### config.mk
export PLATFORM = sky130hd
export DESIGN_NAME = fpu_in_responder
export DESIGN_NICKNAME = d
export VERILOG_FILES = /design/src/rtl/fpu_in_responder.sv
export SDC_FILE = /design/constraint.sdc
export NUM_CORES = 1
export LEC_CHECK = 0
export ABC_AREA = 0
export CAP_MARGIN = 20
export CORE_MARGIN = 3
export CORE_UTILIZATION = 44
export CTS_BUF_LIST = sky130_fd_sc_hd__clkbuf_16
export CTS_CLUSTER_DIAMETER = 30
export DETAILED_ROUTE_END_ITERATION = 12
export GPL_ROUTABILITY_DRIVEN = 0
export PLACE_DENSITY_LB_ADDON = 0.12
export SYNTH_ARGS = -nofsm -noshare
export SYNTH_HDL_FRONTEND = slang
export SYNTH_SLANG_ARGS = --single-unit
### constraint.sdc
create_clock -name clk -period 2.7 [get_ports clk]
set_input_delay 0.27 -clock clk [delete_from_list [all_inputs] [get_ports clk]]
set_output_delay 0.27 -clock clk [all_outputs]
set_load 0.01 [all_outputs]
### src/rtl/fpu_in_responder.sv
// rtl/fpu_in_responder.sv - DUT-side responder for the FPU_in command/result handshake
//
// Accepts one command at a time from the FPU_in bus, forwards legal opcodes to an
// execution core and returns the result with a one-cycle ready pulse. Illegal
// opcodes, overlapping starts and core timeouts answer with a canonical quiet NaN
// and set sticky error flags.
//
// Ports:
//   clk, rst                  clock, asynchronous active-low reset
//   start/op/rmode/a/b        command strobe and payload from the bus
//   ready/result              response pulse and registered result
//   exec_req/exec_op/...      request and captured command toward the core
//   exec_gnt/exec_done        core accept and completion strobes
//   exec_result               core result, sampled on completion
//   err_illegal/overlap/tmo   sticky error flags; err_clr clears them
module fpu_in_responder #(
    parameter int FP_WIDTH = 32,
    parameter int TIMEOUT  = 255
) (
    input  logic                clk,
    input  logic                rst,
    input  logic                start,
    input  logic [2:0]          op,
    input  logic [1:0]          rmode,
    input  logic [FP_WIDTH-1:0] a,
    input  logic [FP_WIDTH-1:0] b,
    output logic                ready,
    output logic [FP_WIDTH-1:0] result,
    output logic                exec_req,
    output logic [2:0]          exec_op,
    output logic [1:0]          exec_rmode,
    output logic [FP_WIDTH-1:0] exec_a,
    output logic [FP_WIDTH-1:0] exec_b,
    input  logic                exec_gnt,
    input  logic                exec_done,
    input  logic [FP_WIDTH-1:0] exec_result,
    output logic                err_illegal,
    output logic                err_overlap,
    output logic                err_timeout,
    input  logic                err_clr
);

    localparam int CW = $clog2(TIMEOUT + 1);
    localparam logic [CW-1:0] CNT_LAST = CW'(TIMEOUT - 1);
    localparam logic [FP_WIDTH-1:0] QNAN = (FP_WIDTH == 64)
        ? FP_WIDTH'(64'h7FF8_0000_0000_0000)
        : FP_WIDTH'(32'h7FC0_0000);

    typedef enum logic [1:0] {S_IDLE, S_REQ, S_WAIT, S_RESP} state_t;

    state_t                state_q, state_d;
    logic [CW-1:0]         cnt_q, cnt_d;
    logic [FP_WIDTH-1:0]   result_q, result_d;
    logic [2:0]            op_q, op_d;
    logic [1:0]            rmode_q, rmode_d;
    logic [FP_WIDTH-1:0]   a_q, a_d;
    logic [FP_WIDTH-1:0]   b_q, b_d;
    logic                  ill_q, ill_d;
    logic                  ovl_q, ovl_d;
    logic                  tmo_q, tmo_d;

    logic accept;
    logic legal;
    logic busy;
    logic done_now;
    logic tmo_now;

    // RESP accepts a new command just like IDLE, giving back-to-back service.
    assign accept   = start && ((state_q == S_IDLE) || (state_q == S_RESP));
    assign legal    = (op <= 3'd4);
    assign busy     = (state_q == S_REQ) || (state_q == S_WAIT);
    assign done_now = ((state_q == S_REQ) && exec_gnt && exec_done) ||
                      ((state_q == S_WAIT) && exec_done);
    // Completion in the final counted cycle takes priority over the timeout.
    assign tmo_now  = busy && !done_now && (cnt_q == CNT_LAST);

    always_ff @(posedge clk or negedge rst) begin
        if (!rst) begin
            state_q  <= S_IDLE;
            cnt_q    <= '0;
            result_q <= '0;
            op_q     <= '0;
            rmode_q  <= '0;
            a_q      <= '0;
            b_q      <= '0;
            ill_q    <= 1'b0;
            ovl_q    <= 1'b0;
            tmo_q    <= 1'b0;
        end else begin
            state_q  <= state_d;
            cnt_q    <= cnt_d;
            result_q <= result_d;
            op_q     <= op_d;
            rmode_q  <= rmode_d;
            a_q      <= a_d;
            b_q      <= b_d;
            ill_q    <= ill_d;
            ovl_q    <= ovl_d;
            tmo_q    <= tmo_d;
        end
    end

    always_comb begin
        state_d = state_q;
        case (state_q)
            S_IDLE, S_RESP: begin
                if (accept) state_d = legal ? S_REQ : S_RESP;
                else        state_d = S_IDLE;
            end
            S_REQ: begin
                if (done_now || tmo_now) state_d = S_RESP;
                else if (exec_gnt)       state_d = S_WAIT;
            end
            S_WAIT: begin
                if (done_now || tmo_now) state_d = S_RESP;
            end
            default: state_d = S_IDLE;
        endcase
    end

    always_comb begin
        cnt_d    = cnt_q;
        result_d = result_q;
        op_d     = op_q;
        rmode_d  = rmode_q;
        a_d      = a_q;
        b_d      = b_q;

        if (accept) begin
            op_d    = op;
            rmode_d = rmode;
            a_d     = a;
            b_d     = b;
        end

        if (accept && legal) cnt_d = '0;
        else if (busy)       cnt_d = cnt_q + 1'b1;

        if (accept && !legal)  result_d = QNAN;
        else if (done_now)     result_d = exec_result;
        else if (tmo_now)      result_d = QNAN;

        // Clear first, then OR in set events so a same-cycle set survives.
        ill_d = (err_clr ? 1'b0 : ill_q) | (accept && !legal);
        ovl_d = (err_clr ? 1'b0 : ovl_q) | (start && busy);
        tmo_d = (err_clr ? 1'b0 : tmo_q) | tmo_now;
    end

    always_comb begin
        ready       = (state_q == S_RESP);
        exec_req    = (state_q == S_REQ);
        result      = result_q;
        exec_op     = op_q;
        exec_rmode  = rmode_q;
        exec_a      = a_q;
        exec_b      = b_q;
        err_illegal = ill_q;
        err_overlap = ovl_q;
        err_timeout = tmo_q;
    end

endmodule

==> key figures <==
Finish
  • Layout cell share with drive strength beyond 1: 0.202
  • Layout overhead on the synthesized area: 65.5%
  • Most common cell after layout, fill and taps aside: clkdlybuf4s50_1
  • Commonest cells after routing, fill and taps aside: clkdlybuf4s50_1, dfrtp_1, mux2_2
  • Nets: 628
  • Antenna Cells: 0
  • Util after Layout: 0.768

Logic synthesis
  • Mapped Nets: between 400 and 500
  • Post-synthesis register bit count: 114
  • Post-synthesis sequential area ratio: 0.650
  • Top_reg_cell synth: dfrtp_1
  • Syn_area_per_cell: 14.9 um2
  • Unique masters post-synth: 33
  • Syn. warnings: 0
  • Post-Synthesis Cells: 294
  • Post-synth EDFFs: 0
  • Mapped cell area: 4390 um2
  • Async S/R FF share, synth: 1.00

STA
  • Hold Violations, Final: 0
  • Setup Skew: 0.00694 ns
  • RSZ-0062 raised after global routing: no
  • Setup TNS: 0 ns
  • Slew Limit Fails: 0
  • Endpoints failing setup: 0
  • Tightest Pin Transition: 0.822 ns
  • Setup ws final: 0.541 ns
  • Slew HR: 0.452
  • Max Clk Rate: 463 MHz
  • Min Tclk post-route: 2.16 ns
  • Tcrit/Tclk final: 0.800

Die
  • Initial core utilization: 0.464
  • Total Die Area: 11,200 um2
  • Std-Cell Rows: 35
  • Die height: 106 um
  • Top Ports: 213
  • Core area: 9460 um2
  • Die Span X: around 110 um

Global routing
  • Largest net degree at the start of global routing: 72
  • Vias in the first global route: between 3,000 and 4,000
  • First-pass GRT wire length: between 15 and 20 mm
  • Initial antenna violation count: 0
  • All-Layer GR Usage: 0.217
  • GRT overflow: 0

Clocking
  • Root buf cell: clkbuf_16
  • # hold bufs at CTS: 1
  • Clock-pin transition on the worst setup and hold timing paths: 0.05 ns
  • Post-CTS Setup Inserts: 0
  • TritonCTS clock tree: done
  • CTS Buffer Depth: 2
  • Skew-Pair Late Insertion Delay: 0.40 ns
  • Total CTS buffers: 17
  • Number of H-tree levels: 4
  • Clock Sinks: 114
  • Post_cts resized: 0

Placed design
  • Final HPWL DP: between 8 and 9 mm
  • Setup WS pre-CTS: approximately 0.56 ns
  • PortBufs: about 210

Pwr
  • Tot Pwr: 0.00909 W
  • Peak supply drop: 0.658 mV
  • PwrDens: approximately 1300 nW/um2
  • P_leak: 3.10 nW

Drt
  • Detailed Routing Iterations Pass 1: 5
  • Initial DRC Count: 119
  • Wirelength per Cell: 18.1 um
  • Final Routed Wirelength: 11.9 mm
  • Antenna-violating nets left: 0
  • Via count: roughly 3,300
  • Residual DRC count: 0
  • DR vias/cell: 5.07

Setup path
  • CP arrival: 2.49 ns
  • CP Launch Type: flop
  • Worst setup EP type: flop
  • Worst path required time: 3.03 ns
  • Crit Path Category: flop to flop
  • Crit path max fanout: 23

Hold path
  • HP Class: input port to async pin

Job
  • Max Cap Viol: 0

Outcome
  • Outcome: finished, final reports clean
==> registers in the layout, indices dropped and copies added (netlist names) <==
signal       count
err_timeout      1
exec_a          32
err_overlap      1
cnt_q            8
result          32
exec_b          32
err_illegal      1
exec_op          3
exec_rmode       2
state_q          2
==> cells in the mapped netlist (all sizes together), types with 2 or more instances <==
| library cell | instances | area, um2 |
|---|---|---|
| inv | 8 | 30.0 |
| nand4 | 2 | 12.5 |
| xor2 | 3 | 26.3 |
| a22o | 23 | 201 |
| o22ai | 2 | 12.5 |
| nand3 | 6 | 30.0 |
| o22a | 9 | 78.8 |
| dfrtp | 114 | 2850 |
| xnor2 | 2 | 17.5 |
| clkbuf | 2 | 8.75 |
| buf | 12 | 66.3 |
| nor2b | 5 | 33.8 |
| nor2 | 10 | 37.5 |
| nand2 | 4 | 15.0 |
| o21ai | 5 | 25.0 |
| mux2 | 69 | 777 |
| ha | 5 | 62.6 |
==> worst paths after layout <==
kind	from	endpoint	slack (ns)	cells past startpoint
setup / recovery	state_q[0]	result[13]	0.54	5
hold / removal	rst	result[26]	0.48	2
setup reg to reg	state_q[0]	result[13]	0.54	5
hold reg to reg	result[27]	result[27]	0.49	1
max in group asynchronous	rst	exec_b[12]	1.52	3
min in group clk	a[8]	exec_a[8]	0.48	2
==> layer usage <==
metal	part of all wire	global-route usage
met2	0.49	0.359
met3	0.10	0.0876
met1	0.38	0.245
met4	0.026	0.103
met5	0	0
==> power by group <==
part	internal [W]	switching (W)	leakage, nW
Clock	0.00144	0.000771	0.291
Sequential	0.00252	0.000434	1.37
Combinational	0.00237	0.00155	1.44
Total	0.00633	0.00276	3.10
==> cells by family (layout without fill, tap and decap cells) <==
family,after synthesis,count (layout),share of synthesized area
flops,114,114,0.650
compound gates,44,44,0.0807
simple gates,34,34,0.0416
xor+xnor,5,5,0.00998
buf+inv,22,257,0.0239
mux,70,70,0.179
fa+ha+maj,5,5,0.0143
==> critical path, cell delays in order (launching register included) <==
cell and delay (ns):
dfrtp_1 0.39, inv_1 0.06, ha_1 0.46, nand3_1 0.20
and2_1 0.69, a22o_1 0.27
==> metrics by stage <==
stage	hold WS, ns	std cells	instance area (um2)
after floorplan	-0.0256	294	4390
after global placement	0.380	625	6660
after detailed placement	0.390	625	6660
after CTS	0.463	658	7260
after global routing	0.465	658	7260
final	0.476	658	7260
==> layout make-up <==
cell class	count	area [um2]
Fill cell	639	2200
Clock buffer	17	425
Multi-Input combinational cell	158	1440
Clock inverter	15	170
Timing Repair Buffer	217	2180
Inverter	8	30.0
Tap cell	129	161
Sequential cell	114	2850
No activity file was read; power rests on OpenSTA's default activity.
